**src/rtl/exec_unit_if.sv**
```systemverilog
`default_nettype none
// +----------------------------------------------------------------------+
// | exec_unit_if                                                         |
// | Operand/result/condition/timer bundle between the controller and     |
// | the execution unit.                                                  |
// | Revision: 1.0                                                        |
// +----------------------------------------------------------------------+
interface exec_unit_if #(
  parameter int WIDTH = 8
);
  logic [WIDTH-1:0] para_a;
  logic [WIDTH-1:0] para_b;
  logic [7:0]       opcode;
  logic             en_alu;
  logic             en_cond;
  logic [WIDTH-1:0] alu_o;
  logic             carry_o;
  logic             cond_o;
  logic             tmr_tick;
  logic             tmr_we;
  logic [WIDTH-1:0] tmr_din;
  logic [WIDTH-1:0] tmr_q;

  // Controller side: issues operands and strobes, reads results.
  modport master (
    output para_a, para_b, opcode, en_alu, en_cond, tmr_tick, tmr_we, tmr_din,
    input  alu_o, carry_o, cond_o, tmr_q
  );

  // Execution unit side.
  modport slave (
    input  para_a, para_b, opcode, en_alu, en_cond, tmr_tick, tmr_we, tmr_din,
    output alu_o, carry_o, cond_o, tmr_q
  );
endinterface
`default_nettype wire

```
**src/rtl/exec_unit.sv**
```systemverilog
`default_nettype none
// +----------------------------------------------------------------------+
// | exec_unit                                                            |
// | 8-bit CPU execution unit: ALU with carry flag, compare/branch        |
// | condition evaluator and a free-running loadable timer.               |
// | Optional feature macro: EXEC_MULDIV_EN (MUL/DIV/MOD on codes 8/9/A). |
// | Revision: 1.0                                                        |
// +----------------------------------------------------------------------+
module exec_unit #(
  parameter int WIDTH = 8
) (
  input  wire logic   clk,
  input  wire logic   rst,
  exec_unit_if.slave  bus
);

  logic             carry_q;
  logic             carry_d;
  logic [WIDTH-1:0] tmr_q;
  logic [WIDTH-1:0] tmr_d;
  logic [WIDTH-1:0] alu_res;
  logic             alu_cout;
  logic             alu_aff;
  logic             cond_res;
  logic             cond_lt;
  logic             cond_eq;

  // Operand class and immediate flags are decoded by the controller.
  wire unused_ok = &{1'b0, bus.opcode[7:4]};

  // Add/subtract share a WIDTH+1 datapath so the top bit is carry/borrow.
  // A negative difference always sets the top bit, which is the borrow.
  logic [WIDTH:0] add_w, adc_w, sub_w, sbb_w;
  assign add_w = {1'b0, bus.para_a} + {1'b0, bus.para_b};
  assign adc_w = add_w + {{WIDTH{1'b0}}, carry_q};
  assign sub_w = {1'b0, bus.para_a} - {1'b0, bus.para_b};
  assign sbb_w = sub_w - {{WIDTH{1'b0}}, carry_q};

  // ALU result and carry candidate for the current function code.
  always_comb begin
    alu_res  = '0;
    alu_cout = carry_q;
    alu_aff  = 1'b0;
    case (bus.opcode[3:0])
      4'h0: begin alu_res = add_w[WIDTH-1:0]; alu_cout = add_w[WIDTH]; alu_aff = 1'b1; end
      4'h1: begin alu_res = sub_w[WIDTH-1:0]; alu_cout = sub_w[WIDTH]; alu_aff = 1'b1; end
      4'h2: alu_res = bus.para_a & bus.para_b;
      4'h3: alu_res = bus.para_a | bus.para_b;
      4'h4: alu_res = ~bus.para_a;
      4'h5: alu_res = bus.para_a ^ bus.para_b;
      4'h6: alu_res = bus.para_a << bus.para_b[2:0];
      4'h7: alu_res = bus.para_a >> bus.para_b[2:0];
`ifdef EXEC_MULDIV_EN
      4'h8: alu_res = bus.para_a * bus.para_b;
      4'h9: alu_res = (bus.para_b == '0) ? {WIDTH{1'b1}} : bus.para_a / bus.para_b;
      4'hA: alu_res = (bus.para_b == '0) ? bus.para_a : bus.para_a % bus.para_b;
`else
      4'h8, 4'h9, 4'hA: alu_res = '0;
`endif
      4'hB: begin alu_res = adc_w[WIDTH-1:0]; alu_cout = adc_w[WIDTH]; alu_aff = 1'b1; end
      4'hC: begin alu_res = sbb_w[WIDTH-1:0]; alu_cout = sbb_w[WIDTH]; alu_aff = 1'b1; end
      default: alu_res = '0;
    endcase
  end

  // Carry only moves on an enabled add/subtract-family operation.
  always_comb begin
    carry_d = carry_q;
    if (bus.en_alu && alu_aff) carry_d = alu_cout;
  end

  // Carry flag register.
  always_ff @(posedge clk or negedge rst) begin
    if (!rst) carry_q <= 1'b0;
    else      carry_q <= carry_d;
  end

  // Condition evaluator; opcode[3] picks signed versus unsigned ordering.
  always_comb begin
    cond_eq  = (bus.para_a == bus.para_b);
    cond_lt  = bus.opcode[3] ? ($signed(bus.para_a) < $signed(bus.para_b))
                             : (bus.para_a < bus.para_b);
    cond_res = 1'b0;
    case (bus.opcode[2:0])
      3'd0: cond_res = cond_eq;
      3'd1: cond_res = !cond_eq;
      3'd2: cond_res = cond_lt;
      3'd3: cond_res = cond_lt | cond_eq;
      3'd4: cond_res = !(cond_lt | cond_eq);
      3'd5: cond_res = !cond_lt;
      3'd6: cond_res = 1'b1;
      default: cond_res = 1'b0;
    endcase
  end

  // Timer next value: load wins over tick, otherwise hold.
  always_comb begin
    tmr_d = tmr_q;
    if (bus.tmr_we)        tmr_d = bus.tmr_din;
    else if (bus.tmr_tick) tmr_d = tmr_q + {{(WIDTH-1){1'b0}}, 1'b1};
  end

  // Timer register.
  always_ff @(posedge clk or negedge rst) begin
    if (!rst) tmr_q <= '0;
    else      tmr_q <= tmr_d;
  end

  assign bus.alu_o   = bus.en_alu ? alu_res : '0;
  assign bus.cond_o  = bus.en_cond & cond_res;
  assign bus.carry_o = carry_q;
  assign bus.tmr_q   = tmr_q;

endmodule
`default_nettype wire

```
**src/flat_wrapper.sv**
```systemverilog
// flat-port wrapper written by rule: the top's interface ports become plain ports
module exec_unit_flat 
#(
  parameter int WIDTH = 8
)
  (clk, rst, bus_para_a, bus_para_b, bus_opcode, bus_en_alu, bus_en_cond, bus_tmr_tick, bus_tmr_we, bus_tmr_din, bus_alu_o, bus_carry_o, bus_cond_o, bus_tmr_q);
  exec_unit_if #(.WIDTH(WIDTH)) bus_i ();
  input  wire logic clk;
  input  wire logic rst;
  input wire logic [$bits(bus_i.para_a)-1:0] bus_para_a;
  input wire logic [$bits(bus_i.para_b)-1:0] bus_para_b;
  input wire logic [$bits(bus_i.opcode)-1:0] bus_opcode;
  input wire logic [$bits(bus_i.en_alu)-1:0] bus_en_alu;
  input wire logic [$bits(bus_i.en_cond)-1:0] bus_en_cond;
  input wire logic [$bits(bus_i.tmr_tick)-1:0] bus_tmr_tick;
  input wire logic [$bits(bus_i.tmr_we)-1:0] bus_tmr_we;
  input wire logic [$bits(bus_i.tmr_din)-1:0] bus_tmr_din;
  output wire logic [$bits(bus_i.alu_o)-1:0] bus_alu_o;
  output wire logic [$bits(bus_i.carry_o)-1:0] bus_carry_o;
  output wire logic [$bits(bus_i.cond_o)-1:0] bus_cond_o;
  output wire logic [$bits(bus_i.tmr_q)-1:0] bus_tmr_q;
  assign bus_i.para_a = bus_para_a;
  assign bus_i.para_b = bus_para_b;
  assign bus_i.opcode = bus_opcode;
  assign bus_i.en_alu = bus_en_alu;
  assign bus_i.en_cond = bus_en_cond;
  assign bus_i.tmr_tick = bus_tmr_tick;
  assign bus_i.tmr_we = bus_tmr_we;
  assign bus_i.tmr_din = bus_tmr_din;
  assign bus_alu_o = bus_i.alu_o;
  assign bus_carry_o = bus_i.carry_o;
  assign bus_cond_o = bus_i.cond_o;
  assign bus_tmr_q = bus_i.tmr_q;
  exec_unit #(.WIDTH(WIDTH)) u_core (.clk(clk), .rst(rst), .bus(bus_i));
endmodule
```
**config.mk**
```make
export PLATFORM = sky130hd
export DESIGN_NAME = exec_unit_flat
export DESIGN_NICKNAME = d
export VERILOG_FILES = /design/src/rtl/exec_unit_if.sv /design/src/rtl/exec_unit.sv /design/src/flat_wrapper.sv
export SDC_FILE = /design/constraint.sdc
export NUM_CORES = 1
export LEC_CHECK = 0
export BUFFER_PORTS_ARGS = -buffer_cell sky130_fd_sc_hd__buf_2
export CAP_MARGIN = 25
export CORE_ASPECT_RATIO = 1.4
export CORE_UTILIZATION = 55
export DETAILED_ROUTE_END_ITERATION = 12
export PLACE_DENSITY = 0.81
export SYNTH_ARGS = -nofsm -noshare
export SYNTH_HDL_FRONTEND = slang
export SYNTH_SLANG_ARGS = --single-unit
```
**constraint.sdc**
```tcl
create_clock -name clk -period 3.72 [get_ports clk]
set_input_delay 0.372 -clock clk [delete_from_list [all_inputs] [get_ports clk]]
set_output_delay 0.372 -clock clk [all_outputs]
set_load 0.02 [all_outputs]
```
Word-level counts from Yosys, hierarchy flattened. Cells that the tools add are included.

Flip-flop bits (word level): 9. Input port bits: 38. Output and inout port bits: 18. Logic and storage cells: 51.

Add/subtract/negate cells: 5. Magnitude comparators: 2. Eq/ne operators: 16. Shift-type cells: 2. Mux-type cells: 8. Bitwise gates (word level): 6. Reduce and logical (&&, ||, !) cells: 10.

Operator list (number): case mux 8 bit (10 select lines) (1); 2-to-1 mux 8 bit (3); == test 4 x 3 -> 1 bit, second input constant (4); less-than comparator 8 bit (2); adder 8 x 8 -> 9 bit (1); adder 9 x 1 -> 9 bit (1); == test 3 bit, second input constant (3); subtractor 8 x 8 -> 9 bit (1); subtractor 9 x 1 -> 9 bit (1); adder 8 x 1 -> 8 bit, second input constant (1); AND 8 bit (1); == test 4 x 2 -> 1 bit, second input constant (2); == test 4 bit, second input constant (2); == test 8 bit (1); NOT 8 bit (1); bitwise OR 8 bit (1); << shifter 8 x 3 -> 8 bit (1); right shift 8 x 3 -> 8 bit (1); XOR 8 bit (1); case mux 1 bit (7 select lines) (1); == test 3 x 2 -> 1 bit, second input constant (2); == test 4 x 1 -> 1 bit, second input constant (1); zero test 4 bit (1); case mux 1 bit (4 select lines) (1); other kinds (11) (14).

Logic depth before layout (Yosys ltp). Gate-level depths: netlist of the first run.

Word-level depth: 6. Depth in mapped cells: 14. Gate-level depth less buffers: 12.

Worst setup path before layout of the first run. OpenSTA, ideal clock, no wires.

Path kind: input to output. Start point: input bus_para_b[0]. End point: output bus_alu_o[6]. Data arrival time: 3091 ps. Data required time: 3348 ps. Setup slack: 257 ps. Cell stages on the path: 14. Cells stage by stage: clkbuf_1 -> buf_2 -> inv_1 -> ha_1 -> inv_1 -> ha_1 -> ha_1 -> nand2_1 -> a2111oi_0 -> o211ai_1 -> nor2_1 -> xor2_1 -> nand2_1 -> a31oi_1.

Cells in the longest elaborated chain, start to end: 4.

Ends and longest elaborated chain: start: declaration (RTL line flat_wrapper.sv:11) `input wire logic [$bits(bus_i.para_b)-1:0] bus_para_b;`; subtractor 8 x 8 -> 9 bit or adder 8 x 8 -> 9 bit (tied branches) (RTL line exec_unit.sv:36, exec_unit.sv:34); subtractor 9 x 1 -> 9 bit or adder 9 x 1 -> 9 bit (tied branches) (RTL line exec_unit.sv:37, exec_unit.sv:35); case mux 8 bit (10 select lines) * (RTL line exec_unit.sv:44) `case (bus.opcode[3:0])`; 2-to-1 mux 8 bit * (RTL line exec_unit.sv:109) `assign bus.alu_o = bus.en_alu ? alu_res : '0;`; end: declaration (RTL line flat_wrapper.sv:18) `output wire logic [$bits(bus_i.alu_o)-1:0] bus_alu_o;`.

Mark *: on every way between the ends. The rest lies on a longest branch, timed or not.

Worst setup path in the final report of the first run.
Start point: input bus_para_a[0]. End point: output bus_alu_o[6].

Cells in the longest elaborated chain, start to end: 4.

Ends and longest elaborated chain: start: declaration (RTL line flat_wrapper.sv:10) `input wire logic [$bits(bus_i.para_a)-1:0] bus_para_a;`; subtractor 8 x 8 -> 9 bit or adder 8 x 8 -> 9 bit (tied branches) (RTL line exec_unit.sv:36, exec_unit.sv:34); subtractor 9 x 1 -> 9 bit or adder 9 x 1 -> 9 bit (tied branches) (RTL line exec_unit.sv:37, exec_unit.sv:35); case mux 8 bit (10 select lines) * (RTL line exec_unit.sv:44); 2-to-1 mux 8 bit * (RTL line exec_unit.sv:109).

Marks and branches as above.

==> results of run 1 <==
==> state kept, by name, summed over array words and instances (netlist names) <==
register	cells
u_core.bus.carry_o	1
u_core.bus.tmr_q	8
==> power by group <==
group,switching [W],internal [W]
Sequential,0.0000158,0.000111
Clock,0.0000386,0.0000746
Combinational,0.000306,0.000202
Total,0.000361,0.000388
==> worst max-delay path, delay by kind of cell <==
kind	cells	cell delay, ps
AO/OA/AOI/OAI	3	820
XOR/XNOR	1	150
adder cells (fa/ha/maj)	3	1030
buffers and inverters	3	420
AND/OR/NAND/NOR	3	310
==> layer usage <==
metal / global-route usage [%] / share of wire, % / vias up
met5: 0 / 0 / -
met4: 19.0 / 4.9 / 0
met3: 4.21 / 6.9 / 36
met2: 59.2 / 51 / 174
met1: 36.1 / 38 / 1554
li1: - / - / 1563
==> logic make-up after synthesis <==
group / synth area share, %
simple gates: 23.0
flops: 7.54
fa+ha+maj: 13.9
mux: 11.5
xor+xnor: 7.62
buf+inv: 7.79
compound gates: 28.6
==> area by class of cell <==
cell class | count | share of cell area, %
flip-flops and latches | 9 | 6.74
multi-input cells | 334 | 75.8
repair buffers | 63 | 10.4
clock buffers | 4 | 1.35
well taps | 66 | 2.47
inverters | 29 | 3.26
==> cells in the mapped netlist (6+ instances only) <==
library cell / number
o211ai_1: 10
nor2b_1: 8
a21oi_1: 17
mux4_2: 9
ha_1: 30
xnor2_1: 12
inv_1: 28
nand2b_1: 9
dfrtp_1: 9
o21ai_0: 27
nand4_1: 6
a32oi_1: 6
nand3_1: 11
nand2_1: 42
a22oi_1: 6
xor2_1: 14
nor2_1: 23
mux2i_1: 13
nor3_1: 9
nor3b_1: 6
clkbuf_1: 12
==> path summary, 6_finish.rpt <==
kind,slack (ps),to,depth (start not counted)
setup / recovery,240,bus_alu_o[6],13
hold / removal,350,u_core.bus.tmr_q[1],3
setup reg to reg,1050,u_core.bus.carry_o,9
hold reg to reg,600,u_core.bus.tmr_q[7],2
max in group asynchronous,3010,u_core.bus.tmr_q[7],2
min in group asynchronous,520,u_core.bus.tmr_q[0],2
==> per-stage QoR <==
stage	hold WS (ps)	std cells	area, um2
floorplan	76.4	395	2990
global placement	229	500	3280
detailed placement	236	500	3280
CTS	349	505	3340
global route	357	505	3340
finish	346	505	3340
==> timing repair <==
action	CTS	global route
hold buffers	1	0
setup buffers	0	0
gates resized for setup	0	1
endpoints found under the hold margin	9	0
endpoints found under the setup margin	0	1
==> summary.md, run 1 <==
| Metric | Value |
|---|---|
| Status | complete, no violations |
| Vias | about 3.3k |
| Synth cell types | just under 70 |
| Iter 0 DRT Violations | between 200 and 250 |
| Chip width | 64.3 um |
| CP startpoint kind | input pin |
| TritonRoute pass-1 iters | 5 |
| Die Area | around 0.0057 mm2 |
| Final period utilization | 93.5% |
| GRT Total Usage | approximately a third |
| Commonest non-fill, non-tap cells in the layout | buf_2 (51), nand2_1 (42), ha_1 (30) |
| CTS Sinks | 9 |
| Synthesis-to-layout area growth | 11.8% |
| First-pass GRT wire length | roughly 14,000 um |
| Synth Instances | about 400 |
| Ys flop type | dfrtp_1 |
| Antenna violations before repair | 0 |
| RSZ-0062 raised after global routing | no |
| Clock Skews | 3.46 ps |
| Hold Startpoint | bus_tmr_din[1] |
| Register area | ~230 um2 |
| Root Driver | clkbuf_8 |
| CP endpoint kind | output port |
| Die height | around 89 um |
| Core footprint | a little over 0.005 mm2 |
| Vias per inst | 6.59 |
| Total Routed Length | slightly above 9000 um |
| Pins Over Slew Limit | 0 |
| Setup violations, final | 0 |
| Fmax | about 290 MHz |
| Clk pin slew, worst setup/hold paths | 40 ps |
| Multi-input logic area | around 0.0025 mm2 |
| Hpwl dp | 7460 um |
| Worst slew margin | ~50% |
| Routability cong. | between 0.9 and 1 |
| Post-synthesis sequential area ratio | under 10% |
| WS Path Type | in2out |
| Crit-path cells | buf_2 > inv_1 > ha_1 > fa_1 > ha_1 > nand2_1 > a2111oi_0 > o211ai_1 > nor2_1 > xor2_1 > nand2_1 > a31oi_1 > buf_2 |
| Antenna-violating nets left | 0 |
| Top cells by area, synth | ha_1 (13%), dfrtp_1 (7.5%), mux4_2 (6.8%) |
| Skew-Pair Late Insertion Delay | between 200 and 250 ps |
| Max Cap Viol | 0 |
| Overflow after GRT | 0 |
| Crit path DAT | 3110 ps |
| Num CTS Buffers | 3 |
| Post-synth net total | approximately 470 |
| Final Hold Vio Count | 0 |
| Filler cells | slightly above 500 |
| Worst VDD drop | between 0.08 and 0.09 mV |
| Ant diodes | 0 |
| Vias in the first global route | between 2k and 3k |
| DRC viols | 0 |
| Count of flip-flops with a built-in enable after synthesis | 0 |
| Setup WS pre-CTS | approximately 320 ps |
| Core Util, Final | about 64% |
| Avg Cell Area, Syn | approximately 7.6 um2 |
| Slowest stage cell, crit path | fa_1 |
| CTS H-tree depth | 1 |
| Post-synth top area cell | ha_1 |
| Worst-Margin Slew | between 700 and 800 ps |
| Reg-to-Reg Start | u_core.bus.carry_o |
| Post-Synthesis Cell Area | approximately 0.0030 mm2 |
| Synth warn | 0 |
| Pwr Total | 0.000749 W |
| PD cells | between 200 and 250 mW/mm2 |
| Initial Util | a little under three fifths |
| Setup TNS Final | 0 ps |
| Top cell type's share of synthesized area | about 13% |
| Final #Nets | 510 |
| Yosys reg bits | 9 |
| Setup crit start | bus_para_a[0] |
| Share of async-settable or async-resettable flops after synthesis | between 90% and 100% |
| Largest net degree at the start of global routing | 32 |
| PnR worst setup slack | between 200 and 250 ps |
| Share of layout cells above drive strength 1 | around a fifth |
| Avg WL per Cell | between 15 and 20 um |
| Max Buffers Root-to-Sink | 2 |
| Final Critical Period | roughly 3500 ps |
| Hold Crit Class | in2reg |
| Most common cell after layout, fill and taps aside | buf_2 |
| Crit-path max FO | 7 |
| CP Data Required Time | about 3400 ps |
| Number of I/O port buffers | between 50 and 60 |
| IO Pins | 56 |
| # rows | 31 |
| Critical Path Max Stage Delay | 540 ps |
| CTS tree | done |
| Leak | between 1 and 1.5 nW |
(Power assumes the default switching activity.)
==> inputs of run 2 (changes only) <==
--- a/config.mk
+++ b/config.mk
@@ -8,9 +8,9 @@
 export BUFFER_PORTS_ARGS = -buffer_cell sky130_fd_sc_hd__buf_2
 export CAP_MARGIN = 25
 export CORE_ASPECT_RATIO = 1.4
-export CORE_UTILIZATION = 55
+export CORE_UTILIZATION = 45
 export DETAILED_ROUTE_END_ITERATION = 12
-export PLACE_DENSITY = 0.81
+export PLACE_DENSITY = 0.69
 export SYNTH_ARGS = -nofsm -noshare
 export SYNTH_HDL_FRONTEND = slang
 export SYNTH_SLANG_ARGS = --single-unit
==> summary.md, run 2 (synthesis results as in run 1) <==
| Metric | Value |
|---|---|
| CP endpoint kind | output port |
| PD cells | around 220 mW/mm2 |
| Top reg by flops | u_core.bus.tmr_q |
| Cell mode on critical path | buf_2 |
| Fmax | 288 MHz |
| Clock Skews | 3.73 ps |
| Cells on worst reg2reg path | 9 |
| Violated checks | design-rule violations |
| Largest delay share family, worst path | compound AO/OA/AOI/OAI gates |
| Die Area | about 0.007 mm2 |
| Filler cells | around 640 |
| Initial Util | between 40 and 50% |
| Crit-path cells | buf_2 > inv_1 > ha_1 > fa_1 > o21ba_2 > o211ai_1 > nand2_1 > nor3_1 > xor2_1 > a221oi_1 > a21oi_1 > buf_2 |
| Sw frac | 48.1% |
| Share of layout cells above drive strength 1 | roughly a fifth |
| IO Pins | 56 |
| CTS tree | done |
| Worst-Margin Slew | between 700 and 800 ps |
| Vias in the first global route | about 3.1k |
| Hpwl dp | 7700 um |
| Status | complete, but fails checks |
| Net Sw Power | 0.000360 W |
| Crit path DAT | 3100 ps |
| Total Routed Length | approximately 9400 um |
| CTS H-tree depth | 1 |
| Number of flip-flops under the largest register name | 8 |
| Critical path buffer and inverter count | 3 |
| Avg WL per Cell | between 15 and 20 um |
| Number of I/O port buffers | roughly 50 |
| PnR worst setup slack | 248 ps |
| Iter 0 DRT Violations | between 200 and 250 |
| Most common cell after layout, fill and taps aside | buf_2 |
| Pins Over Slew Limit | 0 |
| CTS Sinks | 9 |
| Final #Nets | a little over 500 |
| TritonRoute pass-1 iters | 11 |
| Root Driver | clkbuf_8 |
| Ant diodes | 0 |
| CP Data Required Time | 3350 ps |
| Vias | 3,244 |
| GRT Total Usage | a little over a quarter |
| DRC viols | 14 |
| Hold path cells | 3 |
| Logic pwr share | around 70% |
| Overflow after GRT | 0 |
| Max Cap Viol | 0 |
| Reg power frac | about 17% |
| # rows | 34 |
| Leak | ~1.5 nW |
| Vias per inst | approximately 6.3 |
| Multi-input logic area | 0.00253 mm2 |
| Core footprint | 0.00630 mm2 |
| RSZ-0062 raised after global routing | no |
| Commonest non-fill, non-tap cells in the layout | buf_2 (51), nand2_1 (42), ha_1 (30) |
| Clk pin slew, worst setup/hold paths | approximately 50 ps |
| Chip width | ~71 um |
| First-pass GRT wire length | 15,000 um |
| Setup violations, final | 0 |
| Register area | roughly 230 um2 |
| Final Critical Period | about 3500 ps |
| Antenna violations before repair | 0 |
| WS Path Type | in2out |
| Skew-Pair Late Insertion Delay | 230 ps |
| Die height | just under 100 um |
| Hold Crit Class | in2reg |
| Num CTS Buffers | 3 |
| Slowest stage cell, crit path | fa_1 |
| CP startpoint kind | input pin |
| Routability cong. | approximately 0.93 |
| Largest net degree at the start of global routing | 26 |
| Pint | a little under 0.0004 W |
| Final period utilization | 93.3% |
| Setup WS pre-CTS | roughly 310 ps |
| Crit-path max FO | 7 |
| Crit path depth | 12 |
| Synthesis-to-layout area growth | 12.3% |
| Setup TNS Final | 0 ps |
| Final Hold Vio Count | 0 |
| Core Util, Final | between 50% and 60% |
| Share of total power in the clock network | 14.9% |
| Antenna-violating nets left | 0 |
| Max Buffers Root-to-Sink | 2 |
| Worst slew margin | around 49% |
| Critical Path Max Stage Delay | slightly above 500 ps |
| Worst VDD drop | 0.111 mV |
[run 2: area by class of cell]
type	count	area share, %
repair buffers	64	10.6
flip-flops and latches	9	6.71
well taps	72	2.69
multi-input cells	334	75.4
clock inverters	1	0.149
clock buffers	3	1.23
inverters	29	3.25
[run 2: per-layer routing]
metal / wire length (um) / vias to the layer above / global-route usage (%) / part of all wire [%]
met5: 0 / - / 0 / 0
li1: - / 1555 / - / -
met2: 4750 / 141 / 48.6 / 51
met3: 462 / 35 / 1.96 / 4.9
met1: 3630 / 1513 / 30.6 / 39
met4: 554 / 0 / 16.9 / 5.9
[run 2: final timing paths]
| kind | start | to | slack, ps |
|---|---|---|---|
| max | bus_para_a[0] | bus_alu_o[5] | 250 |
| min | bus_tmr_din[2] | u_core.bus.tmr_q[2] | 360 |
| min reg2reg | u_core.bus.carry_o | u_core.bus.carry_o | 600 |
| max reg2reg | u_core.bus.carry_o | u_core.bus.carry_o | 1140 |
| min in group asynchronous | rst | u_core.bus.tmr_q[3] | 530 |
| max in group asynchronous | rst | u_core.bus.tmr_q[6] | 3010 |
[run 2: timing repair]
action,CTS,global route
endpoints found under the hold margin,9,0
buffers inserted,0,0
endpoints found under the setup margin,0,0
resized for setup,0,0
hold buffers,1,0
[run 2: through the flow]
step           cells  hold slack, ps  total power, W  instance area [um2]
3_3_place_gp     507             233        0.000620                 3300
3_5_place_dp     507             234        0.000629                 3300
6_report         512             357        0.000749                 3350
2_1_floorplan    395            76.4        0.000481                 2990
5_1_grt          512             371        0.000805                 3350
4_1_cts          512             356        0.000745                 3350
[run 2: worst min-delay path, delay by kind of cell]
kind / cells / cell delay (ps)
compound gates: 1 / 60
simple gates: 1 / 40
buf+inv: 1 / 80
[run 2: power by group through the flow]
stage	registers, W	logic, W	clock network [W]
after global routing	0.000128	0.000557	0.000120
after global placement	0.000126	0.000494	0
after CTS	0.000126	0.000504	0.000115
final	0.000127	0.000511	0.000111
after floorplan	0.000141	0.000340	0
after detailed placement	0.000127	0.000501	0
